==> src/rtl/bank_group_sequencer.sv <==
`default_nettype none
// ============================================================================
// Module   : bank_group_sequencer
// Brief    : Command-side driver for one DDR bank group. Tracks open rows,
//            sequences BL-beat bursts and serialises read beats.
// Revision : 1.0 - initial release
// ============================================================================
module bank_group_sequencer #(
    parameter int BAWIDTH      = 2,
    parameter int ADDRWIDTH    = 17,
    parameter int COLWIDTH     = 10,
    parameter int DEVICE_WIDTH = 4,
    parameter int BL           = 8,
    localparam int BANKSPERGROUP = 2**BAWIDTH
) (
    input  logic                                         clk,
    input  logic                                         rst,
    input  logic                                         cmd_valid,
    output logic                                         cmd_ready,
    input  logic [1:0]                                   cmd_op,
    input  logic [BAWIDTH-1:0]                           cmd_ba,
    input  logic [ADDRWIDTH-1:0]                         cmd_addr,
    input  logic [DEVICE_WIDTH-1:0]                      wr_data,
    output logic                                         wr_req,
    output logic [DEVICE_WIDTH-1:0]                      rd_data,
    output logic                                         rd_valid,
    output logic                                         err,
    output logic [BANKSPERGROUP-1:0]                     bank_open,
    output logic [BANKSPERGROUP-1:0][0:0]                rd_o_wr,
    output logic [BANKSPERGROUP-1:0][DEVICE_WIDTH-1:0]   dqin,
    input  logic [BANKSPERGROUP-1:0][DEVICE_WIDTH-1:0]   dqout,
    output logic [BANKSPERGROUP-1:0][ADDRWIDTH-1:0]      row,
    output logic [BANKSPERGROUP-1:0][COLWIDTH-1:0]       column
);

    localparam logic [1:0] c_op_act = 2'd0;
    localparam logic [1:0] c_op_rd  = 2'd1;
    localparam logic [1:0] c_op_wr  = 2'd2;
    localparam logic [1:0] c_op_pre = 2'd3;

    localparam int c_cntw = (BL > 1) ? $clog2(BL) : 1;
    localparam logic [c_cntw-1:0] c_last_beat = c_cntw'(BL - 1);

    typedef enum logic [1:0] {
        ST_IDLE   = 2'd0,
        ST_WBURST = 2'd1,
        ST_RBURST = 2'd2
    } state_t;

    state_t                                       r_state;
    state_t                                       w_state_nxt;
    logic [c_cntw-1:0]                            r_cnt;
    logic [BAWIDTH-1:0]                           r_ba;
    logic                                         r_err;
    logic [BANKSPERGROUP-1:0]                     r_bank_open;
    logic [BANKSPERGROUP-1:0][ADDRWIDTH-1:0]      r_row;
    logic [BANKSPERGROUP-1:0][COLWIDTH-1:0]       r_col;
    logic                                         r_s1_valid;
    logic [BAWIDTH-1:0]                           r_s1_ba;
    logic                                         r_rd_valid;
    logic [DEVICE_WIDTH-1:0]                      r_rd_data;

    logic w_accept;
    logic w_tgt_open;
    logic w_illegal;
    logic w_last;

    assign cmd_ready  = (r_state == ST_IDLE) && !rst;
    assign w_accept   = cmd_valid && cmd_ready;
    assign w_tgt_open = r_bank_open[cmd_ba];
    assign w_illegal  = ((cmd_op == c_op_act) && w_tgt_open) ||
                        (((cmd_op == c_op_rd) || (cmd_op == c_op_wr)) && !w_tgt_open);
    assign w_last     = (r_cnt == c_last_beat);

    always_comb begin
        w_state_nxt = r_state;
        case (r_state)
            ST_IDLE: begin
                if (w_accept && !w_illegal) begin
                    if (cmd_op == c_op_rd)
                        w_state_nxt = ST_RBURST;
                    else if (cmd_op == c_op_wr)
                        w_state_nxt = ST_WBURST;
                end
            end
            ST_WBURST, ST_RBURST: begin
                if (w_last)
                    w_state_nxt = ST_IDLE;
            end
            default: w_state_nxt = ST_IDLE;
        endcase
    end

    always_ff @(posedge clk) begin
        if (rst) begin
            r_state     <= ST_IDLE;
            r_cnt       <= '0;
            r_ba        <= '0;
            r_err       <= 1'b0;
            r_bank_open <= '0;
            r_row       <= '0;
            r_col       <= '0;
            r_s1_valid  <= 1'b0;
            r_s1_ba     <= '0;
            r_rd_valid  <= 1'b0;
            r_rd_data   <= '0;
        end else begin
            r_state    <= w_state_nxt;
            r_err      <= w_accept && w_illegal;
            // Read pipeline drains on its own, independent of the FSM
            r_s1_valid <= (r_state == ST_RBURST);
            r_s1_ba    <= r_ba;
            r_rd_valid <= r_s1_valid;
            if (r_s1_valid)
                r_rd_data <= dqout[r_s1_ba];

            if (w_accept && !w_illegal) begin
                case (cmd_op)
                    c_op_act: begin
                        r_row[cmd_ba]       <= cmd_addr;
                        r_bank_open[cmd_ba] <= 1'b1;
                    end
                    c_op_pre: r_bank_open[cmd_ba] <= 1'b0;
                    default: begin
                        r_ba          <= cmd_ba;
                        r_col[cmd_ba] <= cmd_addr[COLWIDTH-1:0];
                        r_cnt         <= '0;
                    end
                endcase
            end

            // Column wraps inside the column space; the last beat's column is held
            if (r_state != ST_IDLE) begin
                r_cnt <= r_cnt + 1'b1;
                if (!w_last)
                    r_col[r_ba] <= r_col[r_ba] + 1'b1;
            end
        end
    end

    // Write strobe is suppressed during reset so an aborted beat never commits
    always_comb begin
        for (int b = 0; b < BANKSPERGROUP; b++) begin
            rd_o_wr[b] = 1'b0;
            dqin[b]    = '0;
        end
        if ((r_state == ST_WBURST) && !rst) begin
            rd_o_wr[r_ba] = 1'b1;
            dqin[r_ba]    = wr_data;
        end
    end

    assign wr_req    = (r_state == ST_WBURST) && !rst;
    assign err       = r_err;
    assign bank_open = r_bank_open;
    assign row       = r_row;
    assign column    = r_col;
    assign rd_valid  = r_rd_valid;
    assign rd_data   = r_rd_data;

endmodule
`default_nettype wire

==> config.mk <==
export PLATFORM = sky130hd
export DESIGN_NAME = bank_group_sequencer
export DESIGN_NICKNAME = d
export VERILOG_FILES = /design/src/rtl/bank_group_sequencer.sv
export SDC_FILE = /design/constraint.sdc
export NUM_CORES = 1
export LEC_CHECK = 0
export ABC_CLOCK_PERIOD_IN_PS = 2160
export CAP_MARGIN = 20
export CORE_ASPECT_RATIO = 0.7
export CORE_MARGIN = 10
export CORE_UTILIZATION = 43
export CTS_CLUSTER_DIAMETER = 120
export DETAILED_ROUTE_END_ITERATION = 16
export HOLD_SLACK_MARGIN = 0.05
export PLACE_DENSITY = 0.89
export SLEW_MARGIN = 30
export SYNTH_ARGS = -nofsm -noshare
export SYNTH_HDL_FRONTEND = slang
export SYNTH_SLANG_ARGS = --single-unit
==> constraint.sdc <==
create_clock -name clk -period 2.16 [get_ports clk]
set_input_delay 0.54 -clock clk [delete_from_list [all_inputs] [get_ports clk]]
set_output_delay 0.54 -clock clk [all_outputs]
set_load 0.02 [all_outputs]
### Word-level counts from Yosys, hierarchy flattened

Index checks and enable logic that the tools add are counted.
Widths: inputs -> output; s select.

| word-level totals | value |
|---|---|
| output and inout bits | 140 |
| word-level logic and storage cells | 102 |
| register bits | 128 |

| operators by class | value |
|---|---|
| add/subtract/negate cells | 2 |
| bitwise gates (word level) | 5 |
| muxes and demuxes | 37 |
| magnitude comparators | 5 |
| equality and inequality tests | 10 |
| reduce and logical (&&, ||, !) cells | 26 |

Operators by type and width:

| cell | count |
|---|---|
| $mux 40 | 5 |
| $bwmux 40 | 2 |
| $bwmux 68 | 1 |
| $demux 10 s2 | 2 |
| $demux 17 s2 | 1 |
| $mux 10 | 3 |
| $bmux 10 s2 | 1 |
| $mux 17 | 1 |
| $and 16x16->16 | 1 |
| $mux 16 | 1 |
| $mux 4 | 3 |
| $add 10x1->10 const B | 1 |
| $logic_and 1x1->1 | 9 |
| $lt 2x3->1 const B | 3 |
| $mux 3 | 3 |
| $bmux 4 s2 | 1 |
| $demux 4 s2 | 1 |
| $mux 2 | 4 |
| $pmux 4 s2 | 1 |
| $reduce_and 2->1 | 4 |
| $eq 2x2->1 const B | 3 |
| $reduce_bool 2->1 | 3 |
| $and 4x4->4 | 1 |
| $demux 1 s2 | 2 |
| 18 further kinds | 28 |

### Depth between registers and ports, before layout

| depth | value |
|---|---|
| depth after elaboration | 12 |
| depth in mapped cells | 8 |

### Worst setup path after synthesis

Ideal clock, no wire load.

| timing path | value |
|---|---|
| kind | input to output |
| start | input port rst |
| end | output port dqin[0] in the netlist's numbering |
| slack | -0.393 ns |
| cell stages on the path | 3 |
| arrival | 2.013 ns |
| buffers on the path | 0 |
| cell sequence | nor2b_1 nor3b_1 and2_1 |

RTL lines:

| what | line | RTL |
|---|---|---|
| start, declared | 17 | `input logic rst,` |
| end, declared | 30 | `output logic [BANKSPERGROUP-1:0][DEVICE_WIDTH-1:0] dqin,` |

==> results.md <==
* Fin crit period at 2200 ps
* Core Footprint at 14,000 sq um
* Port Buffers at 183
* Row count at 36
* Final nets at 906
* Yosys cell types at 45
* Die footprint at 19,600 sq um
* DRT Wirelength at 23,600 microns
* Avg Synthesized Cell Area at 10.1 sq um
* Sinks on the clock net at 128
* Final Hold Vio Count at 0
* Setup TNS at -145 ps
* Inserted Diodes at 0
* Number of synthesized flops with an enable pin at 0
* Cells after synthesis at 609
* Router iterations before antenna repair at 6
* Routed length per instance at 22.4 microns
* Die Span Y at 120 microns
* Worst setup margin at -43.9 ps
* DIE WIDTH at 163 microns
* Antenna violations before repair at 0
* Critical Path Fanout Max at 5
* CTS clk-pin slew, worst paths at 60 ps
* Area growth syn-to-layout at 56.2%
* Vias per Instance at 5.83
* DRC Markers at 0
* Sequential area share after synthesis at 0.417
* Largest stage delay, worst path at 320 ps
* Synth Flop Type: dfxtp_1
* CP Capture Type: output pin
* Initial core utilization at 0.441
* Overall global routing resource usage at 0.220
* Worst-margin pin slew at 779 ps
* Post-Layout Cell Count at 1,055
* Cell Area, Synth at 6150 sq um
* Register bit total from synthesis at 128
* CTS Buf Count at 17
* Syn. warnings at 0
* Clock root buffer: clkbuf_16
* Clk_skew at 11.9 ps
* Max H-tree Level at 4
* Min-Delay Path Class: reg -> reg
* Failing checks: negative setup slack
* Post-Layout Inst Area at 9610 sq um
* Most numerous cell in the Yosys netlist: dfxtp_1
* CP max stage cell: dfxtp_2
* Final weighted congestion in routability-driven placement at 0.956
* Max cap viols at 0
* Placed cell area at 8690 sq um
* First-pass GRT wire length at 34,400 microns
* CTS tree: done
* Req. time, crit path at 1620 ps
* Ranking of synthesized cells by area: dfxtp_1, mux2i_1, mux4_2
* Via count at 6,146
* Syn_nets at 663
* Vias in the first global route at 6,065
* Endpoints failing setup at 5
* Layout cell share with drive strength beyond 1 at 0.265
* Post-DP HPWL at 16,100 microns
* Congestion Overflow GR at 0
* Max Clk Rate at 454 MHz
* Pleak at 3.46 nW
* Pin count of the biggest net entering global routing at 69
* Slew Limit Fails at 0
* Outcome: finished with violations
* Worst-path cell chain: inv_2 > ha_4 > nor2b_4 > nor3b_4 > and2_4 > buf_6
* CTS Buffer Depth at 2
* Dpl cells at 1,006
* Worst setup SP type: flop
* Worst VDD drop at 0.000597 V
* Post-DRT Antenna Nets at 0
* Initial DRC count at 746
* CP Class: reg -> out
* Largest area contributor in the netlist: dfxtp_1
* Ys async rst share at 0
* WP data arrival at 1660 ps
* PwrDens at 613 nW/um^2
* Skew-Pair Late Insertion Delay at 410 ps
* Slew HR at 0.481
* WHS at 487 ps
* Tcrit/Tclk final at 1.02
* Top-area cell type share of the netlist area at 0.417
* RSZ-0062 raised after global routing: yes
* Post-layout util at 0.688
* I/O pin cnt at 184
* Most frequent cells after synthesis: dfxtp_1, mux2i_1, nor2_1, clkbuf_1, a211oi_1
## cell type report
type                            instances  area, sq um
Fill cell                             992         4350
Multi-Input combinational cell        418         3480
Timing Repair Buffer                  282         2730
Sequential cell                       128         2570
Clock buffer                           18          429
Tap cell                              190          238
Clock inverter                         14          144
Inverter                                5         18.8
## sequential cells by signal, summed over array words and instances (netlist names), named ones only
| register | count |
|---|---|
| err | 1 |
| rd_data | 4 |
| r_s1_valid | 1 |
| r_state | 2 |
| r_s1_ba | 2 |
| row | 68 |
| column | 40 |
| rd_valid | 1 |
| r_ba | 2 |
| r_cnt | 3 |
## layer usage
layer | vias to the layer above | part of all wire | wire, microns | GRT usage
met4 | 0 | 0.022 | 527 | 0.0770
li1 | 2744 | - | - | -
met5 | - | 0 | 0 | 0
met3 | 61 | 0.11 | 2500 | 0.0724
met2 | 381 | 0.45 | 10700 | 0.346
met1 | 2960 | 0.42 | 9870 | 0.277
## cells by family (layout without fill, tap and decap cells)
logic type,Yosys count,after routing,synth area share
AND/OR/NAND/NOR,193,193,0.171
XOR/XNOR,3,3,0.00427
flip-flops,128,128,0.417
adder cells (fa/ha/maj),10,10,0.0203
AO/OA/AOI/OAI,110,110,0.138
multiplexers,102,102,0.197
buffers and inverters,63,319,0.0539
## layout by cell type (no fill, tap or decap), types with 10 or more instances in the layout
cell	instances
clkdlybuf4s50_1	156
dfxtp_1	124
buf_4	91
mux2i_1	86
nor2_1	84
a211oi_1	32
clkbuf_16	19
nand4_1	17
mux4_2	15
o31ai_1	14
a31oi_1	14
and2_1	13
a31o_2	13
buf_6	13
o31a_1	11
nand3_1	10
buf_12	10
## worst max-delay path, delay by kind of cell, from the launching register on
kind                       cells  cell delay (ps)
buffers and inverters          2              180
and+or+nand+nor                3              650
adders and majority gates      1              120
DFF                            1              320
## where the power goes
group	switching, mW	internal, mW
Sequential	0.0244	2.39
Combinational	0.365	0.304
Clock	1.12	1.69
## path summary, 6_finish.rpt
path                   start        to  cells after the start  slack [ps]
setup / recovery  r_state[1]   dqin[3]                      6         -40
hold / removal      r_cnt[1]  r_cnt[1]                      2         490
setup reg to reg        flop   row[12]                      6           0
hold reg to reg     r_cnt[1]  r_cnt[1]                      2         490
## metrics by stage
stage,power (mW),setup WS (ps)
floorplan,2.75,-11.1
global placement,3.05,-554
detailed placement,3.07,-696
CTS,5.86,-52.5
global route,6.03,-129
finish,5.89,-43.9
## repair_timing
item                       CTS  global route
gates resized for setup    123            46
hold buffers                 0             0
gates cloned                 1             2
pin swaps                    8            17
buffers inserted             3            11
setup endpoints to repair  138            56
Power figures use the tool's default switching activity.
